$ cat src/rtl/mips_ctrl_pkg.sv
// Shared definitions for the multicycle MIPS control path.
//   state_e      : control FSM state encodings (also exported on the debug State port)
//   ALU_*        : ALUop encodings, consumed unchanged by ALUControl
//   OP_*         : IR[31:26] opcode constants
//   ctrl_t       : bundle of all Moore-decoded datapath controls
//   imm_alu_op() : ALUop for an I-type arithmetic/logic opcode
//   decode_ctrl(): Moore output decode for one state and latched opcode
package mips_ctrl_pkg;

    typedef enum logic [3:0] {
        S_FETCH  = 4'd0,
        S_DECODE = 4'd1,
        S_MEMADR = 4'd2,
        S_MEMRD  = 4'd3,
        S_MEMWB  = 4'd4,
        S_MEMWR  = 4'd5,
        S_EXEC   = 4'd6,
        S_RWB    = 4'd7,
        S_BRANCH = 4'd8,
        S_JUMP   = 4'd9,
        S_IEXEC  = 4'd10,
        S_IWB    = 4'd11,
        S_TRAP   = 4'd15
    } state_e;

    localparam logic [3:0] ALU_ADD  = 4'd0;
    localparam logic [3:0] ALU_SUB  = 4'd1;
    localparam logic [3:0] ALU_FUNC = 4'd2;
    localparam logic [3:0] ALU_AND  = 4'd3;
    localparam logic [3:0] ALU_OR   = 4'd4;
    localparam logic [3:0] ALU_SLT  = 4'd5;
    localparam logic [3:0] ALU_LUI  = 4'd6;

    localparam logic [5:0] OP_RTYPE = 6'b000000;
    localparam logic [5:0] OP_LW    = 6'b100011;
    localparam logic [5:0] OP_SW    = 6'b101011;
    localparam logic [5:0] OP_BEQ   = 6'b000100;
    localparam logic [5:0] OP_J     = 6'b000010;
    localparam logic [5:0] OP_ADDI  = 6'b001000;
    localparam logic [5:0] OP_ADDIU = 6'b001001;
    localparam logic [5:0] OP_ANDI  = 6'b001100;
    localparam logic [5:0] OP_ORI   = 6'b001101;
    localparam logic [5:0] OP_SLTI  = 6'b001010;
    localparam logic [5:0] OP_LUI   = 6'b001111;

    typedef struct packed {
        logic       pc_write;
        logic       pc_write_cond;
        logic       iord;
        logic       mem_read;
        logic       mem_write;
        logic       reg_dst;
        logic       mem_to_reg;
        logic       reg_write;
        logic       sign_extend;
        logic       alu_src_a;
        logic [1:0] alu_src_b;
        logic [3:0] alu_op;
        logic [1:0] pc_source;
        logic       trap;
    } ctrl_t;

    function automatic logic [3:0] imm_alu_op(input logic [5:0] op);
        logic [3:0] r;
        case (op)
            OP_ANDI: r = ALU_AND;
            OP_ORI:  r = ALU_OR;
            OP_SLTI: r = ALU_SLT;
            OP_LUI:  r = ALU_LUI;
            default: r = ALU_ADD;   // addi / addiu
        endcase
        return r;
    endfunction

    function automatic ctrl_t decode_ctrl(input state_e st, input logic [5:0] op);
        ctrl_t c;
        c = '0;
        case (st)
            S_FETCH: begin
                // PCWrite/IRWrite are added in the top, gated by MemReady
                c.mem_read  = 1'b1;
                c.alu_src_b = 2'd1;
                c.alu_op    = ALU_ADD;
            end
            S_DECODE: begin
                // ALU precomputes PC + (sext(imm) << 2) for a possible branch
                c.alu_src_b   = 2'd3;
                c.sign_extend = 1'b1;
                c.alu_op      = ALU_ADD;
            end
            S_MEMADR: begin
                c.alu_src_a   = 1'b1;
                c.alu_src_b   = 2'd2;
                c.sign_extend = 1'b1;
                c.alu_op      = ALU_ADD;
            end
            S_MEMRD: begin
                c.mem_read = 1'b1;
                c.iord     = 1'b1;
            end
            S_MEMWB: begin
                c.reg_write  = 1'b1;
                c.mem_to_reg = 1'b1;
            end
            S_MEMWR: begin
                c.mem_write = 1'b1;
                c.iord      = 1'b1;
            end
            S_EXEC: begin
                c.alu_src_a = 1'b1;
                c.alu_op    = ALU_FUNC;
            end
            S_RWB: begin
                c.reg_write = 1'b1;
                c.reg_dst   = 1'b1;
            end
            S_BRANCH: begin
                c.alu_src_a     = 1'b1;
                c.alu_op        = ALU_SUB;
                c.pc_write_cond = 1'b1;
                c.pc_source     = 2'd1;
            end
            S_JUMP: begin
                c.pc_write  = 1'b1;
                c.pc_source = 2'd2;
            end
            S_IEXEC: begin
                c.alu_src_a   = 1'b1;
                c.alu_src_b   = 2'd2;
                c.alu_op      = imm_alu_op(op);
                // logical immediates are zero-extended
                c.sign_extend = !((op == OP_ANDI) || (op == OP_ORI));
            end
            S_IWB: begin
                c.reg_write = 1'b1;
            end
            S_TRAP: begin
                c.trap = 1'b1;
            end
            default: c = '0;
        endcase
        return c;
    endfunction

endpackage

$ cat src/rtl/mc_next_state.sv
// Combinational next-state and opcode dispatch for multi_cycle_control.
// Ports:
//   state_i      current state encoding
//   opcode_i     live IR opcode (used for the DECODE dispatch)
//   opcode_q_i   opcode latched in DECODE (used to pick lw/sw after MEMADR)
//   mem_ready_i  memory completes the current access this cycle
//   timeout_i    the wait counter has reached its last allowed cycle
//   next_state_o next state encoding
module mc_next_state
    import mips_ctrl_pkg::*;
(
    input  logic [3:0] state_i,
    input  logic [5:0] opcode_i,
    input  logic [5:0] opcode_q_i,
    input  logic       mem_ready_i,
    input  logic       timeout_i,
    output logic [3:0] next_state_o
);

    state_e cur;
    state_e nxt;

    assign cur          = state_e'(state_i);
    assign next_state_o = nxt;

    // In the three wait states MemReady has priority over the timeout, so a
    // completion on the final allowed cycle still proceeds normally.
    always_comb begin
        nxt = cur;
        case (cur)
            S_FETCH: begin
                if (mem_ready_i)    nxt = S_DECODE;
                else if (timeout_i) nxt = S_TRAP;
            end
            S_DECODE: begin
                case (opcode_i)
                    OP_RTYPE:                    nxt = S_EXEC;
                    OP_LW, OP_SW:                nxt = S_MEMADR;
                    OP_BEQ:                      nxt = S_BRANCH;
                    OP_J:                        nxt = S_JUMP;
                    OP_ADDI, OP_ADDIU, OP_ANDI,
                    OP_ORI, OP_SLTI, OP_LUI:     nxt = S_IEXEC;
                    default:                     nxt = S_TRAP;
                endcase
            end
            S_MEMADR: nxt = (opcode_q_i == OP_SW) ? S_MEMWR : S_MEMRD;
            S_MEMRD: begin
                if (mem_ready_i)    nxt = S_MEMWB;
                else if (timeout_i) nxt = S_TRAP;
            end
            S_MEMWB:  nxt = S_FETCH;
            S_MEMWR: begin
                if (mem_ready_i)    nxt = S_FETCH;
                else if (timeout_i) nxt = S_TRAP;
            end
            S_EXEC:   nxt = S_RWB;
            S_RWB:    nxt = S_FETCH;
            S_BRANCH: nxt = S_FETCH;
            S_JUMP:   nxt = S_FETCH;
            S_IEXEC:  nxt = S_IWB;
            S_IWB:    nxt = S_FETCH;
            S_TRAP:   nxt = S_TRAP;
            default:  nxt = S_TRAP;   // unused encodings 12..14
        endcase
    end

endmodule

$ cat src/rtl/multi_cycle_control.sv
// Control FSM for the multicycle MIPS datapath (one shared memory for fetch
// and data). Sequences FETCH/DECODE/EXEC/MEM/WB and drives every datapath
// select and write enable; traps on an illegal opcode or memory timeout.
// Ports:
//   CLK, Reset_L (sync, active low)
//   Opcode[5:0], Zero, MemReady                      inputs
//   PCWrite PCWriteCond IorD MemRead MemWrite IRWrite
//   RegDst MemToReg RegWrite SignExtend ALUSrcA
//   ALUSrcB[1:0] ALUop[3:0] PCSource[1:0]            datapath controls
//   Trap (sticky), State[STATE_W-1:0] (debug)
//
// Memory handshake: MemRead/MemWrite are held steady for as long as the FSM
// sits in FETCH, MEMRD or MEMWR; the access completes on the first rising
// edge at which MemReady=1, and the FSM leaves the wait state on that edge.
// MemReady seen in any other state is ignored.
module multi_cycle_control
    import mips_ctrl_pkg::*;
#(
    parameter int MEM_TIMEOUT = 16,
    parameter int STATE_W     = 4
) (
    input  logic               CLK,
    input  logic               Reset_L,
    input  logic [5:0]         Opcode,
    input  logic               Zero,
    input  logic               MemReady,
    output logic               PCWrite,
    output logic               PCWriteCond,
    output logic               IorD,
    output logic               MemRead,
    output logic               MemWrite,
    output logic               IRWrite,
    output logic               RegDst,
    output logic               MemToReg,
    output logic               RegWrite,
    output logic               SignExtend,
    output logic               ALUSrcA,
    output logic [1:0]         ALUSrcB,
    output logic [3:0]         ALUop,
    output logic [1:0]         PCSource,
    output logic               Trap,
    output logic [STATE_W-1:0] State
);

    localparam int CNT_W = $clog2(MEM_TIMEOUT + 1);

    state_e           state_q, state_d;
    logic [5:0]       opcode_q, opcode_d;
    logic [CNT_W-1:0] wait_cnt_q, wait_cnt_d;
    ctrl_t            ctrl_q, ctrl_d;
    logic [3:0]       next_state;
    logic             in_wait;
    logic             timeout;
    logic             fetch_done;

    // Zero is consumed by the datapath (PCWriteCond & Zero), not by the FSM.
    logic unused_zero;
    assign unused_zero = Zero;

    assign in_wait    = (state_q == S_FETCH) || (state_q == S_MEMRD) || (state_q == S_MEMWR);
    // Counter holds the number of earlier wait cycles of this access, so the
    // current cycle is the last one allowed when it equals MEM_TIMEOUT-1.
    assign timeout    = (wait_cnt_q == CNT_W'(MEM_TIMEOUT - 1));
    assign fetch_done = (state_q == S_FETCH) && MemReady;

    mc_next_state u_next_state (
        .state_i      (state_q),
        .opcode_i     (Opcode),
        .opcode_q_i   (opcode_q),
        .mem_ready_i  (MemReady),
        .timeout_i    (timeout),
        .next_state_o (next_state)
    );

    always_comb begin
        state_d  = state_e'(next_state);
        opcode_d = (state_q == S_DECODE) ? Opcode : opcode_q;

        // Any state change (entry into a wait state included) or a completed
        // access restarts the count.
        wait_cnt_d = '0;
        if (in_wait && !MemReady && (state_d == state_q))
            wait_cnt_d = wait_cnt_q + CNT_W'(1);

        // Outputs are registered by decoding the state being entered, so they
        // line up with state_q on the following cycle.
        ctrl_d = decode_ctrl(state_d, opcode_d);
    end

    always_ff @(posedge CLK) begin
        if (!Reset_L) begin
            state_q    <= S_FETCH;
            opcode_q   <= '0;
            wait_cnt_q <= '0;
            ctrl_q     <= decode_ctrl(S_FETCH, 6'b000000);
        end else begin
            state_q    <= state_d;
            opcode_q   <= opcode_d;
            wait_cnt_q <= wait_cnt_d;
            ctrl_q     <= ctrl_d;
        end
    end

    // PC/IR loads in FETCH happen in the cycle the instruction word arrives.
    assign PCWrite     = ctrl_q.pc_write | fetch_done;
    assign IRWrite     = fetch_done;
    assign PCWriteCond = ctrl_q.pc_write_cond;
    assign IorD        = ctrl_q.iord;
    assign MemRead     = ctrl_q.mem_read;
    assign MemWrite    = ctrl_q.mem_write;
    assign RegDst      = ctrl_q.reg_dst;
    assign MemToReg    = ctrl_q.mem_to_reg;
    assign RegWrite    = ctrl_q.reg_write;
    assign SignExtend  = ctrl_q.sign_extend;
    assign ALUSrcA     = ctrl_q.alu_src_a;
    assign ALUSrcB     = ctrl_q.alu_src_b;
    assign ALUop       = ctrl_q.alu_op;
    assign PCSource    = ctrl_q.pc_source;
    assign Trap        = ctrl_q.trap;
    assign State       = STATE_W'(state_q);

endmodule
$ cat config.mk
export PLATFORM = sky130hd
export DESIGN_NAME = multi_cycle_control
export DESIGN_NICKNAME = d
export VERILOG_FILES = /design/src/rtl/mips_ctrl_pkg.sv /design/src/rtl/mc_next_state.sv /design/src/rtl/multi_cycle_control.sv
export SDC_FILE = /design/constraint.sdc
export NUM_CORES = 1
export LEC_CHECK = 0
export BUFFER_PORTS_ARGS = -buffer_cell sky130_fd_sc_hd__buf_2
export CAP_MARGIN = 10
export CORE_MARGIN = 2
export CORE_UTILIZATION = 50
export DETAILED_ROUTE_END_ITERATION = 10
export GPL_TIMING_DRIVEN = 0
export PLACE_DENSITY = 0.7
export SYNTH_ARGS = -nofsm -noshare
export SYNTH_HDL_FRONTEND = slang
export SYNTH_SLANG_ARGS = --single-unit
$ cat constraint.sdc
create_clock -name CLK -period 3.2 [get_ports CLK]
set_input_delay 0.32 -clock CLK [delete_from_list [all_inputs] [get_ports CLK]]
set_output_delay 0.32 -clock CLK [all_outputs]
set_load 0.02 [all_outputs]
[After elaboration in Yosys (flattened, before gate mapping)]
Cells that the tools add are included.
Widths: inputs -> output; s select.
Operators by class
  $add $sub $neg: 1
  eq/ne operators: 40
  mux-type cells: 23
  bitwise logic cells: 1
  reduce and logical (&&, ||, !) cells: 21
Operator list (number)
  $eq 6x4->1 const B: 10
  $eq 4x4->1 const B: 9
  $eq 4x3->1 const B: 8
  $pmux 4 s8: 1
  $pmux 4 s5: 1
  $eq 6x6->1 const B: 3
  $eq 4x2->1 const B: 4
  $mux 4: 4
  $pmux 3 s4: 1
  $pmux 4 s3: 1
  $mux 1: 10
  $reduce_or 2->1: 5
  $eq 4x1->1 const B: 2
  $logic_not 4->1: 2
  $eq 6x2->1 const B: 1
  $eq 6x3->1 const B: 1
  $logic_not 6->1: 1
  $mux 6: 1
  $pmux 2 s3: 1
  $reduce_or 6->1: 1
  $add 5x1->5 const B: 1
  $eq 5x4->1 const B: 1
  $reduce_or 5->1: 1
  $eq 4x4->1: 1
  other kinds (10): 15
Word-level totals
  flip-flop bits (word level): 34
  input bits: 10
  output and inout port bits: 24
  word-level logic and storage cells: 103

[Depth between registers and ports, before layout]
Gate-level depths: netlist (run 1).
  word-level depth: 7
  mapped depth: 10
  depth with buffers taken out: 9

[By module]
A second synthesis (run 1) with hierarchy kept.
Unflattened totals
  cells, all modules: 213
  area total of the unflattened synthesis: 1756.7 µm²
By module, submodules not included
  multi_cycle_control: times used 1, cells each 148, area each 1328.8 µm², sequential area each 640.6 µm²
  mc_next_state: times used 1, cells each 65, area each 427.9 µm², sequential area each 0.0 µm²

[Worst setup path after synthesis (run 1)]
Ideal clock, no wire load.
  path kind: register to register
  start: reg wait_cnt_q[0]
  end: reg ctrl_q (netlist bit ALUop[1])
  setup time: 79 ps
  data arrival time: 2319 ps
  required time: 3121 ps
  setup slack: 802 ps
  stages on the path, launching flop included: 10
  buffers on the path: 0
  clock period less this slack: 2398 ps
  cell sequence: dfxtp_1 > ha_1 > and3_1 > ha_1 > nor2b_2 > o2bb2ai_1 > o21ai_1 > nand4_4 > or4_1 > a211oi_2
Between the ends
  cells in the longest elaborated chain, start to end: 6
  elaborated cells between the ends (all ways): 10
  those cells by class: eq/ne (4); mux (6)
RTL lines
  from (decl): RTL line multi_cycle_control.sv:49  | logic [CNT_W-1:0] wait_cnt_q, wait_cnt_d;
  from (signal assigned): RTL line multi_cycle_control.sv:99  | wait_cnt_q <= wait_cnt_d;
  $eq 5x4->1 *: RTL line multi_cycle_control.sv:63  | assign timeout = (wait_cnt_q == CNT_W'(MEM_TIMEOUT - 1));
  $mux 4 *: RTL line mc_next_state.sv:33, mc_next_state.sv:49, mc_next_state.sv:54
  $mux 4 (on tied branches): RTL line mc_next_state.sv:53, mc_next_state.sv:32, mc_next_state.sv:48
  $pmux 4 s8 *: RTL line mc_next_state.sv:30  | case (cur)
  $eq 4x4->1 or $eq 4x3->1 (tied branches): RTL line mips_ctrl_pkg.sv:78  | case (st)
  $pmux 4 s3 *: RTL line mips_ctrl_pkg.sv:78
  to (signal assigned): RTL line multi_cycle_control.sv:95  | ctrl_q <= decode_ctrl(S_FETCH, 6'b000000);
  to (signal assigned): RTL line multi_cycle_control.sv:100  | ctrl_q <= ctrl_d;
  to (decl): RTL line multi_cycle_control.sv:50  | ctrl_t ctrl_q, ctrl_d;
Mark *: on every way between the ends. The rest lies on a longest branch, timed or not.
A chain may end at the register's enable or synchronous reset.

[Worst setup path in the final report (run 1)]
Same ends and word-level chain as after synthesis.

==> run_results.csv, run 1 <==
group,metric,value,unit
clocking,clk_latency,0.33,ns
yosys,synth_area,0.00174,mm^2
final_layout,fin_cells,276,
final_layout,layout-area-overhead-vs-synth,17.0,%
clocking,clk_pin_slew,0.10,ns
sta,clock_skew,0.00941,ns
yosys,syn_nets,204,
place,place_congestion,0.876,
critical_path,path_max_fanout,10,
yosys,yosysUniqueCellTypes,60,
floorplan,coreArea,0.00334,mm^2
critical_path,arrival,3.03,ns
clocking,root_buffer,"clkbuf_4",
power_and_ir_drop,seqPwrFrac,27.2,%
grt,grt_max_degree,12,
place,dp.cells,268,
power_and_ir_drop,power.density_cell_area,1030,mW/mm^2
clocking,htree_levels,2,
clocking,post_cts_resized,0,
critical_path,worstSetupEndpointType,"flip-flop",
yosys,synth_flop_cell,"dfxtp_1",
grt,track_usage,18.4,%
drt,via_count,1439,
power_and_ir_drop,total_power,2100,uW
place,hpwl,2670,um
floorplan,dieArea,0.00397,mm^2
final_layout,drive_above_1_share,31.3,%
power_and_ir_drop,internal-power,1190,uW
yosys,synth-seq-cells,33,
grt,overflow,0,
floorplan,die_w,63.0,um
drt,antenna_left,0,
grt,grtUsageMet2,31.8,%
power_and_ir_drop,combinationalPowerShare,57.3,%
sta,finalSetupViolations,0,
clocking,clockBufferDepth,2,
power_and_ir_drop,peakVddDrop,0.475,mV
floorplan,dieHeight,63.0,um
final_layout,finish.instance_area,0.00204,mm^2
yosys,syn-mean-instance-area,9.08,um^2
worst_hold_path,hold_path.class,"primary input to flip-flop",
floorplan,rows,21,
power_and_ir_drop,p_leak,0.000862,uW
critical_path,crit_type,"flip-flop to flip-flop",
sta,tightest_slew,0.526,ns
clocking,cts_buffers,5,
final_layout,fillerInstances,317,
floorplan,start_util,52.2,%
clocking,ctsHoldBuffers,0,
final_layout,fin_nets,241,
yosys,synthCells,192,
drt,wl_per_cell,12.4,um
drt,drt_first_pass_iters,4,
grt,grt.met3_usage,5.41,%
yosys,synth-async-reset-ratio,0,%
yosys,synth_edf_count,0,
power_and_ir_drop,sw_frac_of_total,43.2,%
grt,antenna_found_initial,0,
status,status,"finished clean",
drt,wirelength,3430,um
sta,clock.fmax,0.361,GHz
drt,viasPerCell,5.21,
place,port_buffers,30,
sta,setup-tns-final,0,ns
place,dp_slack,0.437,ns
critical_path,critPathLaunchType,"flip-flop",
grt,grt_first_pass_wirelength,5800,um
sta,finalCritPeriodShare,86.5,%
grt,grt_util_met1,21.6,%
floorplan,io_pins,34,
clocking,cts.sinks,33,
sta,slew_headroom,64.9,%
job,maxCapViolCount,0,
place,post_dp_cell_area,0.00195,mm^2
grt,grt_pass1_vias,1326,
grt,grt-busiest-layer,"met2",
sta,hold_viol_final,0,
sta,final_max_slew_viol_count,0,
power_and_ir_drop,p_switching,907,uW
critical_path,critPathRequiredTime,3.46,ns
yosys,yosysWarnings,0,
final_layout,final_cell_mix,"dfxtp_1 (33), buf_2 (33), nor2_1 (23), nand2_1 (13), buf_4 (9)",
sta,period_minus_slack,2.77,ns
power_and_ir_drop,p_clk_share,15.4,%
clocking,postCtsSetupBuffers,0,
yosys,synth-seq-area-share,37.9,%
sta,setup_ws,0.431,ns
sta,rsz0062_at_grt,"false",
drt,drtIter0Drc,35,
clocking,cts_tree,"yes",
final_layout,diodes,0,
drt,drc_errors,0,
logic make-up (layout without fill, tap and decap cells):
family / count (synthesis) / count (layout) / synth area share, %
and+or+nand+nor: 82 / 82 / 28.2
AOI/OAI and AO/OA: 34 / 34 / 15.5
DFF: 33 / 33 / 37.9
buffers and inverters: 25 / 63 / 8.40
xor gates and xnor gates: 8 / 8 / 4.02
muxes: 7 / 7 / 4.31
adders and majority gates: 2 / 2 / 1.44
other: 1 / 1 / 0.215
metal layers:
| metal | vias up | routed length (um) |
|---|---|---|
| met5 | - | 0 |
| met4 | 0 | 13 |
| met3 | 2 | 169 |
| met2 | 35 | 1720 |
| met1 | 663 | 1530 |
| li1 | 739 | - |
per-stage QoR:
step                      utilization, %  hold slack [ns]
after floorplan                        -            0.418
after global placement              58.5            0.429
after detailed placement            58.5            0.455
after CTS                           61.1            0.274
after global routing                61.1            0.268
final                               61.1            0.293
path summary, 6_finish.rpt:
kind	startpoint	to	slack, ns	cells past startpoint
setup / recovery	wait_cnt_q[0]	ALUop[1]	0.43	9
hold / removal	Reset_L	MemRead	0.29	2
setup reg to reg	wait_cnt_q[0]	ALUop[1]	0.43	9
hold reg to reg	wait_cnt_q[0]	wait_cnt_q[0]	0.47	1
Yosys cell counts (2+ instances only):
master / n / area, um^2
a211oi_2: 2 / 25.0
a21oi_1: 8 / 40.0
a31oi_1: 2 / 12.5
and2_1: 3 / 18.8
buf_2: 3 / 15.0
buf_4: 9 / 67.6
buf_6: 2 / 22.5
clkbuf_1: 4 / 15.0
dfxtp_1: 33 / 661
ha_1: 2 / 25.0
inv_1: 6 / 22.5
mux2i_1: 5 / 50.1
nand2_1: 13 / 48.8
nand2b_1: 4 / 25.0
nand3_1: 4 / 20.0
nand4b_1: 2 / 17.5
nor2_1: 23 / 86.3
nor2b_1: 3 / 18.8
nor3_1: 3 / 15.0
nor4_1: 4 / 25.0
o211ai_1: 2 / 15.0
o21ai_0: 3 / 15.0
o21bai_1: 2 / 15.0
o31ai_1: 5 / 37.5
or3_1: 3 / 18.8
or4_1: 2 / 15.0
xnor2_1: 5 / 43.8
xor2_1: 3 / 26.3
layout make-up:
type | instances | area [um^2] | share of cell area (%)
inverter | 7 | 26.3 | 1.29
sequential | 33 | 661 | 32.4
buffer | 18 | 120 | 5.89
multi-input combinational | 134 | 936 | 45.9
clock buffer | 6 | 51.3 | 2.52
timing repair buffer | 30 | 150 | 7.36
clock inverter | 2 | 37.5 | 1.84
tap | 46 | 57.6 | 2.82
sequential cells by signal (all words and copies together), names as in the netlist:
name and cells:
PCWriteCond 1, RegDst 1, MemToReg 1, ALUSrcB 2, ctrl_q 1, Trap 1
opcode_q 6, wait_cnt_q 5, MemRead 1, RegWrite 1, SignExtend 1, ALUop 3
State 4, IorD 1, PCSource 2, ALUSrcA 1, MemWrite 1
power groups by stage:
stage,Clock [uW],Sequential (uW),Combinational [uW]
4_1_cts,333,573,1210
5_1_grt,355,583,1320
2_1_floorplan,0,646,881
6_report,324,572,1210
3_5_place_dp,0,583,1210
3_3_place_gp,0,577,1190
worst max-delay path, stage by stage (launching register included):
cell,delay [ns]
dfxtp_1,0.37
ha_1,0.19
and3_1,0.17
ha_1,0.24
nor2b_2,0.23
o211ai_1,0.11
o221ai_2,0.46
nand2_1,0.18
or4_1,0.52
a211oi_2,0.23
No activity file was read; power rests on OpenSTA's default activity.
==> inputs of run 2 (changes only) <==
--- a/config.mk
+++ b/config.mk
@@ -11,6 +11,7 @@
 export CORE_UTILIZATION = 50
 export DETAILED_ROUTE_END_ITERATION = 10
 export GPL_TIMING_DRIVEN = 0
+export MAX_ROUTING_LAYER = met4
 export PLACE_DENSITY = 0.7
 export SYNTH_ARGS = -nofsm -noshare
 export SYNTH_HDL_FRONTEND = slang
==> run 2 against run 1 <==
Worst setup slack got worse by 0.065 ns. Highest routed layer unchanged. Critical path type unchanged. Clock-buffer cell count is 1 higher. Worst hold slack worse by 0.0028 ns. Routed wire length rose by 4.9%. Critical endpoint unchanged. Sequential share of layout area up 0.55 points. Die area is the same.
==> run_results.csv, run 2 (synthesized netlist as in run 1, its figures left out) <==
group,metric,value,unit
status,status,"finished clean",
floorplan,die_w,63.0,um
drt,drt_first_pass_iters,4,
sta,rsz0062_at_grt,"false",
sta,setup-tns-final,0,ns
sta,slew_headroom,63.9,%
final_layout,drive_above_1_share,30.6,%
clocking,cts.sinks,33,
floorplan,rows,21,
final_layout,fin_nets,241,
final_layout,utilization,60.1,%
clocking,clockBufferDepth,2,
clocking,clk_pin_slew,0.09,ns
critical_path,max_stage_delay,0.52,ns
power_and_ir_drop,peakVddDrop,0.492,mV
power_and_ir_drop,p_switching,904,uW
drt,antenna_left,0,
final_layout,regMostFlops,"opcode_q",
clocking,cts_buffers,5,
place,hpwl,2760,um
drt,via_count,1448,
job,maxCapViolCount,0,
power_and_ir_drop,internal-power,1110,uW
place,dp_slack,0.390,ns
final_layout,final_cell_mix,"dfxtp_1 (33), buf_2 (33), nor2_1 (23), nand2_1 (13), buf_4 (9)",
critical_path,worstSetupEndpointType,"flip-flop",
grt,grt_pass1_vias,1383,
drt,wl_per_cell,13.1,um
clocking,htree_levels,2,
power_and_ir_drop,p_leak,0.000848,uW
sta,clock.fmax,0.353,GHz
clocking,postCtsSetupBuffers,0,
place,place_congestion,0.888,
final_layout,diodes,0,
critical_path,arrival,3.09,ns
critical_path,critPathLaunchType,"flip-flop",
sta,hold_viol_final,0,
floorplan,io_pins,34,
sta,finalSetupViolations,0,
grt,grt_first_pass_wirelength,6150,um
sta,finalCritPeriodShare,88.6,%
sta,final_max_slew_viol_count,0,
floorplan,start_util,52.2,%
grt,track_usage,20.2,%
final_layout,largest_reg_flops,6,
critical_path,crit_slowest_cell,"or4_1",
floorplan,coreArea,0.00334,mm^2
grt,overflow,0,
clocking,post_cts_resized,0,
power_and_ir_drop,p_clk_share,11.5,%
final_layout,finish.instance_area,0.00201,mm^2
grt,antenna_found_initial,0,
drt,drtIter0Drc,55,
worst_hold_path,hold_path.class,"primary input to flip-flop",
critical_path,crit_top_cell,"ha_1",
clocking,root_buffer,"clkbuf_4",
final_layout,layout-area-overhead-vs-synth,15.1,%
drt,wirelength,3600,um
sta,setup_ws,0.366,ns
critical_path,crit_type,"flip-flop to flip-flop",
critical_path,path_max_fanout,10,
drt,drc_errors,0,
power_and_ir_drop,seqPwrFrac,28.5,%
drt,viasPerCell,5.27,
power_and_ir_drop,power.density_cell_area,1010,mW/mm^2
place,post_dp_cell_area,0.00195,mm^2
sta,period_minus_slack,2.83,ns
grt,grt_max_degree,11,
power_and_ir_drop,combinationalPowerShare,60.0,%
power_and_ir_drop,total_power,2020,uW
sta,tightest_slew,0.542,ns
power_and_ir_drop,sw_frac_of_total,44.8,%
clocking,ctsHoldBuffers,0,
critical_path,critPathRequiredTime,3.46,ns
critical_path,reg2reg_slack,0.37,ns
floorplan,dieArea,0.00397,mm^2
place,port_buffers,30,
sta,clock_skew,0.00591,ns
clocking,clk_latency,0.33,ns
critical_path,crit_chain,"ha_1, and3_1, ha_1, nor2b_2, o211ai_1, o221ai_2, nand2_1, or4_1, a211oi_2",
clocking,cts_tree,"yes",
floorplan,dieHeight,63.0,um
==> run 2: changes by cell type in the layout (fill, tap and decap cells not counted) <==
cell,delta
bufinv_16,-1
clkbuf_1,+1
clkinvlp_4,-1
==> run 2: worst paths after layout <==
check	endpoint	from	cells past startpoint
worst min register to register	wait_cnt_q[0]	wait_cnt_q[0]	1
worst max register to register	ALUop[1]	wait_cnt_q[0]	9
worst min-delay path	ALUSrcB[0]	Reset_L	2
worst max-delay path	ALUop[1]	wait_cnt_q[0]	9
==> run 2: cell type report <==
type	count	area, um^2
plain buffers	18	120
clock buffers	7	55.1
fillers	317	1330
inverters	7	26.3
multi-input cells	134	936
flip-flops and latches	33	661
well taps	46	57.6
repair buffers	30	150
==> run 2: metrics by stage <==
stage                     cells  hold WS, ns
after floorplan             192        0.418
after global placement      268        0.429
after detailed placement    268        0.453
after CTS                   275        0.269
after global routing        275        0.299
final                       275        0.290
==> run 2: metal layers <==
| layer | share of wire [%] | track usage (%) |
|---|---|---|
| met2 | 50 | 32.4 |
| met1 | 45 | 23.7 |
| met3 | 4.4 | 4.32 |
| met5 | 0 | - |
| met4 | 0.28 | 10.8 |
==> run 2: power by group through the flow <==
| stage | combinational (uW) | clock [uW] | sequential, uW |
|---|---|---|---|
| 3_5_place_dp | 1210 | 0 | 584 |
| 2_1_floorplan | 881 | 0 | 646 |
| 4_1_cts | 1220 | 244 | 574 |
| 5_1_grt | 1340 | 259 | 584 |
| 3_3_place_gp | 1190 | 0 | 577 |
| 6_report | 1210 | 232 | 574 |
==> run 2: worst max-delay path: cells and delay by family, from the launching register on <==
family                     cells  cell delay (ns)
and+or+nand+nor                4             1.11
AOI/OAI and AO/OA              3             0.82
adders and majority gates      2             0.44
DFF                            1             0.38
